[src/rtl/dclk_rx.sv]
// dclk_rx: serial-to-parallel receiver for one flit per frame.
//
// A frame is one start bit (1) followed by W data bits, LSB first. The idle
// line is 0. A received word goes into a one-entry output buffer. If that
// buffer is still occupied, the word waits in the shift register (HOLD) and
// channel_busy keeps the transmitter from starting another frame.
//
// Parameters:
//   routerid     - router index, used only in elaboration messages
//   port         - port label, used only in elaboration messages
//   W (derived)  - flit width = HDR_SZ + PL_SZ + ADDR_SZ, must be >= 4
//
// Ports:
//   clk          - clock
//   reset        - synchronous, active-high reset
//   serial_in    - serial line from the upstream transmitter (same clk domain)
//   channel_busy - high while a frame is shifting in or a word is held
//   parallel_out - received flit, stable while out_valid is high
//   out_valid    - parallel_out holds an unconsumed flit
//   out_ack      - consumer takes the flit when out_valid & out_ack
//   rx_active    - high while frame bits are being shifted in
//   overrun      - sticky flag: transmitter sent while a word was held

`ifndef HDR_SZ
`define HDR_SZ 2
`endif
`ifndef PL_SZ
`define PL_SZ 4
`endif
`ifndef ADDR_SZ
`define ADDR_SZ 2
`endif

module dclk_rx #(
  parameter int    routerid = -1,
  parameter string port     = "unknown",
  localparam int   W        = `HDR_SZ + `PL_SZ + `ADDR_SZ
) (
  input  logic         clk,
  input  logic         reset,
  input  logic         serial_in,
  output logic         channel_busy,
  output logic [W-1:0] parallel_out,
  output logic         out_valid,
  input  logic         out_ack,
  output logic         rx_active,
  output logic         overrun
);

  localparam int CW = $clog2(W);
  localparam logic [CW-1:0] LAST_BIT = CW'(W - 1);

  if (W < 4) begin : g_width_check
    $error("dclk_rx router %0d port %s: flit width %0d is below 4", routerid, port, W);
  end

  typedef enum logic [1:0] {IDLE, SHIFT, HOLD} state_t;

  state_t         state;
  state_t         state_next;
  logic [W-1:0]   shift_reg;
  logic [W-1:0]   shift_word;
  logic [W-1:0]   load_word;
  logic [CW-1:0]  count;
  logic           load_buf;
  logic           take;

  // State register.
  always_ff @(posedge clk) begin
    if (reset) begin
      state <= IDLE;
    end else begin
      state <= state_next;
    end
  end

  // Next-state and buffer-load decisions.
  // A finished word goes straight into the buffer if the buffer is empty or is
  // being emptied this same cycle. Otherwise the word parks in the shift
  // register until the consumer acks.
  always_comb begin
    state_next = state;
    load_buf   = 1'b0;
    take       = out_valid & out_ack;
    shift_word = {serial_in, shift_reg[W-1:1]};
    load_word  = shift_word;
    case (state)
      IDLE: begin
        if (serial_in) begin
          state_next = SHIFT;
        end
      end
      SHIFT: begin
        if (count == LAST_BIT) begin
          if (!out_valid || out_ack) begin
            load_buf   = 1'b1;
            state_next = IDLE;
          end else begin
            state_next = HOLD;
          end
        end
      end
      HOLD: begin
        if (take) begin
          load_buf   = 1'b1;
          load_word  = shift_reg;
          state_next = IDLE;
        end
      end
      default: begin
        state_next = IDLE;
      end
    endcase
  end

  // Datapath: shift register, bit counter, output buffer and overrun flag.
  // An ack and a load in the same cycle leave out_valid high with the new word.
  // Bits arriving while a word is held are dropped and flagged as overrun.
  always_ff @(posedge clk) begin
    if (reset) begin
      count        <= '0;
      shift_reg    <= '0;
      parallel_out <= '0;
      out_valid    <= 1'b0;
      overrun      <= 1'b0;
    end else begin
      if (state == IDLE && serial_in) begin
        count <= '0;
      end else if (state == SHIFT) begin
        shift_reg <= shift_word;
        count     <= count + 1'b1;
      end

      if (load_buf) begin
        parallel_out <= load_word;
        out_valid    <= 1'b1;
      end else if (take) begin
        out_valid <= 1'b0;
      end

      if (state == HOLD && serial_in) begin
        overrun <= 1'b1;
      end
    end
  end

  assign channel_busy = (state == SHIFT) | (state == HOLD);
  assign rx_active    = (state == SHIFT);

endmodule
[config.mk]
export PLATFORM = sky130hd
export DESIGN_NAME = dclk_rx
export DESIGN_NICKNAME = d
export VERILOG_FILES = /design/src/rtl/dclk_rx.sv
export SDC_FILE = /design/constraint.sdc
export NUM_CORES = 1
export LEC_CHECK = 0
export CAP_MARGIN = 10
export CORE_MARGIN = 2
export CORE_UTILIZATION = 42
export DETAILED_ROUTE_END_ITERATION = 16
export PLACE_DENSITY = 0.72
export SLEW_MARGIN = 0
export SYNTH_ARGS = -nofsm -noshare
export SYNTH_HDL_FRONTEND = slang
export SYNTH_SLANG_ARGS = --single-unit
export TNS_END_PERCENT = 100
[constraint.sdc]
create_clock -name clk -period 4.2 [get_ports clk]
set_input_delay 0.63 -clock clk [delete_from_list [all_inputs] [get_ports clk]]
set_output_delay 0.63 -clock clk [all_outputs]
set_load 0.02 [all_outputs]
# ---- Word-level counts from Yosys, hierarchy flattened
# Index checks and enable logic that the tools add are counted.
dict set report totals {
  ff_bits 23
  in_bits 4
  output_inout_bits 12
  wordCells 38
}
dict set report classes {
  addsub 1
  n_eq_ne 6
  n_mux 13
  bitwise_logic 3
  n_reduce_logical 9
}
# cell count
set op_table {}
lappend op_table {{8-bit 2-to-1 mux} 2}
lappend op_table {{2-bit 2-to-1 mux} 4}
lappend op_table {{2-bit case mux with 3 select lines} 1}
lappend op_table {{1-bit 2-to-1 mux} 5}
lappend op_table {{2-bit != test (second input constant)} 2}
lappend op_table {{3-bit by 1-bit adder with 3-bit output (second input constant)} 1}
lappend op_table {{3-bit equality test (second input constant)} 1}
lappend op_table {{3-bit AND reduction} 1}
lappend op_table {{2-bit by 1-bit equality test with 1-bit output (second input constant)} 1}
lappend op_table {{2-bit equality test (second input constant)} 1}
lappend op_table {{1-bit logical AND} 2}
lappend op_table {{2-bit zero test} 1}
lappend op_table {{2-bit by 1-bit != test with 1-bit output (second input constant)} 1}
lappend op_table {{1-bit case mux with 2 select lines} 1}
lappend op_table {{2-bit AND reduction} 1}
lappend op_table {{2-bit nonzero test} 1}
lappend op_table {{2-bit OR reduction} 1}
lappend op_table {{1-bit AND} 1}
lappend op_table {{1-bit zero test} 1}
lappend op_table {{1-bit logical OR} 1}
lappend op_table {{1-bit inverter} 1}
lappend op_table {{1-bit OR} 1}

# ---- Depth between registers and ports, before layout
dict set report depth {
  depth_word 6
  depth_mapped 8
  ltp_nobuf 5
}

# ---- Least setup slack after synthesis
# No wires, ideal clock.
dict set report synth_path {
  path_type {flip-flop to flip-flop}
  start {register state[1]}
  end {register parallel_out[0]}
  setup_time_ns 0.081
  arrival_ns 1.600
  required_ns 4.119
  slack_ns 2.520
  path_stages_with_launch 9
  n_path_buf 3
  period_less_slack_ns 1.680
  cell_sequence {dfxtp_1 > inv_1 > ha_1 > buf_6 > a22o_1 > buf_6 > and3_4 > buf_6 > a211oi_2}
}
dict set report synth_via {
  elab_chain_len 2
  elab_cells_between_ends 4
  classes_between {eq/ne (2); mux (2)}
}
# item line_no
set synth_rtl {}
lappend synth_rtl {{from (decl)} 59} ;# state_t state;
lappend synth_rtl {{from (signal assigned)} 73} ;# state <= state_next;
lappend synth_rtl {{2-bit by 1-bit equality test with 1-bit output} -}
lappend synth_rtl {{named net rx_active} 46} ;# output logic rx_active,
lappend synth_rtl {{1-bit case mux with 2 select lines} 87} ;# case (state)
lappend synth_rtl {{to (signal assigned)} 135} ;# parallel_out <= load_word;
lappend synth_rtl {{to (decl)} 43} ;# output logic [W-1:0] parallel_out,
# The timed path passes the listed nets, and every way through them passes these cells.
# A chain may end at the register's enable or synchronous reset.

# ---- Worst setup path in the final report
dict set report layout_path {
  start {register state[1]}
  end {output port rx_active}
}
dict set report layout_via {
  elab_chain_len 1
}
# item line_no
set layout_rtl {}
lappend layout_rtl {{2-bit by 1-bit equality test with 1-bit output} 148} ;# assign rx_active = (state == SHIFT);
lappend layout_rtl {{to (decl)} 46}
# No other way between the ends.

==> impl_results.md <==
- Die Wd: 55.4 um
- Clock skew: 0.00377 ns
- CP Data Required Time: 3.57 ns
- Wire per inst: around 14 um
- DP Cell Count: 143
- Critical R2R Launch: state[1]
- Actual slew at the worst max-slew pin: 0.901 ns
- Maxcap violations: 0
- CP max-delay cell: clkdlybuf4s50_1
- Cell Rows: 18
- Clk slew on worst S/H paths: 0.12 ns
- Netlist cell types: 24
- Post-synthesis sequential area ratio: 41.5%
- Antenna violations before repair: 0
- Worst Setup Start Kind: flip-flop
- Commonest non-fill, non-tap cells in the layout: dfxtp_1 (23), mux2i_1 (19), clkdlybuf4s50_1 (15)
- Iter 0 DRT Violations: 2
- Worst r2r dst: parallel_out[3]
- Die ar.: 0.00307 sq mm
- Vias per inst: approximately 5.5
- R2R cell count: 5
- Post-detail-place hpwl: 1.50 mm
- DR vias: 812
- GPL Wtd Cong: about 0.76
- Slowest Stage Delay on Critical Path: 0.74 ns
- Crit path DAT: 2.17 ns
- Crit-path leading delay family: buffers and inverters
- Setup Viol. Count Final: 0
- Worst path bufs/invs: 2
- Setup repair bufs after CTS: 0
- DRC viols: 0
- Core area: 0.00250 sq mm
- Post-CTS sizing: 0
- Crit-path cells: inv_1 > ha_1 > clkdlybuf4s50_1
- # port buffers: 15
- Setup TNS: 0 ns
- Crit Path Max Fanout: 15
- Cells after synthesis: roughly 110
- Detailed Routing Iterations Pass 1: 3
- Final core utilization: 50.8%
- Average size of a mapped cell: ~10 sq um
- Minimum clock period: 2.80 ns
- Largest cells by area after synthesis: dfxtp_1 (42%), mux2i_1 (17%), a211oi_2 (9.0%), ha_1 (6.8%), a31oi_1 (5.1%)
- Worst Setup EP: rx_active
- Design Area, Final: about 0.0013 sq mm
- Syn Nets: 116
- Critical path class: flip-flop to output port
- Nets: 128
- Number of H-tree levels: 1
- Layout overhead on the synthesized area: 14.4%
- Tcrit/Tclk final: 66.6%
- Synth Register Bits: 23
- PD cells: 364 mW/mm^2
- Leading cell type in the layout, fill and taps excluded: dfxtp_1
- Non-Filler Instances: ~150
- Cell area after synthesis: ~0.0011 sq mm
- Leakage: 0.489 nW
- Synth top area share: 41.5%
- Final Hold Fails: 0
- IO Pins: 16
- Hold Path Class: flip-flop to flip-flop
- Placement Cell Area: around 0.0012 sq mm
- Antenna diodes: 0
- Fmax achieved: 358 MHz
- CP Capture Type: output port
- Skew-Pair Late Insertion Delay: 0.31 ns
- Status: completed
- Layout cell share with drive strength beyond 1: 10.3%
- RSZ-0062 raised after global routing: no
- CTS tree: built
- Hold_buf cts: 0
- Pre-CTS setup slack: 1.77 ns
- Worst setup startpoint: state[1]
- First-pass GRT wire length: between 3 and 4 mm
- Grt ovf: 0
- Peak VDD IR: 0.000240 V
- FF-to-FF setup slack: 2.04 ns
- Die height: 55.4 um
- Worst Slack Setup Final: 1.40 ns
- Hold_sp: overrun
- Routed WL: 2.11 mm
- All-Layer GR Usage: 14.5%
- Final Max Tran Viols: 0
- Vias in the first global route: 803
- YS warnings: 0
- Clk sinks: 23
- Initial Util: 44.3%
- Root buffer cell: clkbuf_4
- Largest net degree at the start of global routing: 23
- WP depth: 3
- Clock Tree Buf Depth: 2
- DRT antenna net count: 0
- Normalized max-slew margin: 39.7%
- CTS Buf Count: 3
- Largest area contributor in the netlist: dfxtp_1
==> where the power goes <==
part	total, mW	switching (mW)	internal (mW)
sequential	0.235	0.00768	0.227
combinational	0.124	0.0699	0.0542
clock	0.102	0.0654	0.0371
total	0.461	0.143	0.318
==> stage by stage <==
step	power (mW)	hold WS, ns
after floorplan	0.338	0.460
after global placement	0.360	0.463
after detailed placement	0.363	0.482
after CTS	0.465	0.512
after global routing	0.487	0.535
final	0.461	0.495
==> worst register-to-register path, stage by stage (launching register included) <==
cell	delay, ns
dfxtp_1	0.35
inv_1	0.10
ha_1	0.66
a22o_1	0.47
and3_4	0.35
a211oi_2	0.09
==> final cells by class <==
type | instances | area [sq um]
fillers | 238 | 1230
well taps | 30 | 37.5
multi-input cells | 73 | 587
inverters | 2 | 7.51
clock buffers | 4 | 26.3
repair buffers | 15 | 150
flip-flops and latches | 23 | 460
==> per-layer routing <==
layer  share of wire [%]  track usage [%]  wire length (um)
met1                  47             17.4               987
met2                  50             25.2              1050
met3                 3.6             5.15                77
met4                   0             2.44                 0
met5                   0                0                 0
==> worst min path at each step <==
| stage | to | slack, ns | cells after the start |
|---|---|---|---|
| after detailed placement | overrun | 0.48 | 2 |
| final | overrun | 0.49 | 2 |
| after floorplan | shift_reg[0] | 0.46 | 2 |
| after CTS | overrun | 0.51 | 2 |
| after global placement | overrun | 0.46 | 2 |
| after global routing | state[0] | 0.54 | 2 |
==> kinds of logic after synthesis <==
group / synth area share [%]
compound gates: 17.6
xor+xnor: 0.790
fa+ha+maj: 6.77
buf+inv: 5.53
flops: 41.5
mux: 17.2
simple gates: 10.6
==> synthesized netlist by cell type <==
library cell  number
dfxtp_1           23
mux2i_1           19
nor2_1            12
a31oi_1            9
a211oi_2           8
ha_1               6
buf_6              3
clkbuf_1           3
nand2b_1           3
a21oi_1            2
inv_1              2
nand2_1            2
nand3_1            2
nor2b_1            2
a21boi_1           1
a21o_1             1
a22o_1             1
and3_4             1
buf_1              1
buf_2              1
nor3_1             1
o21ai_0            1
or4_1              1
xnor2_1            1
(Power assumes the default switching activity.)
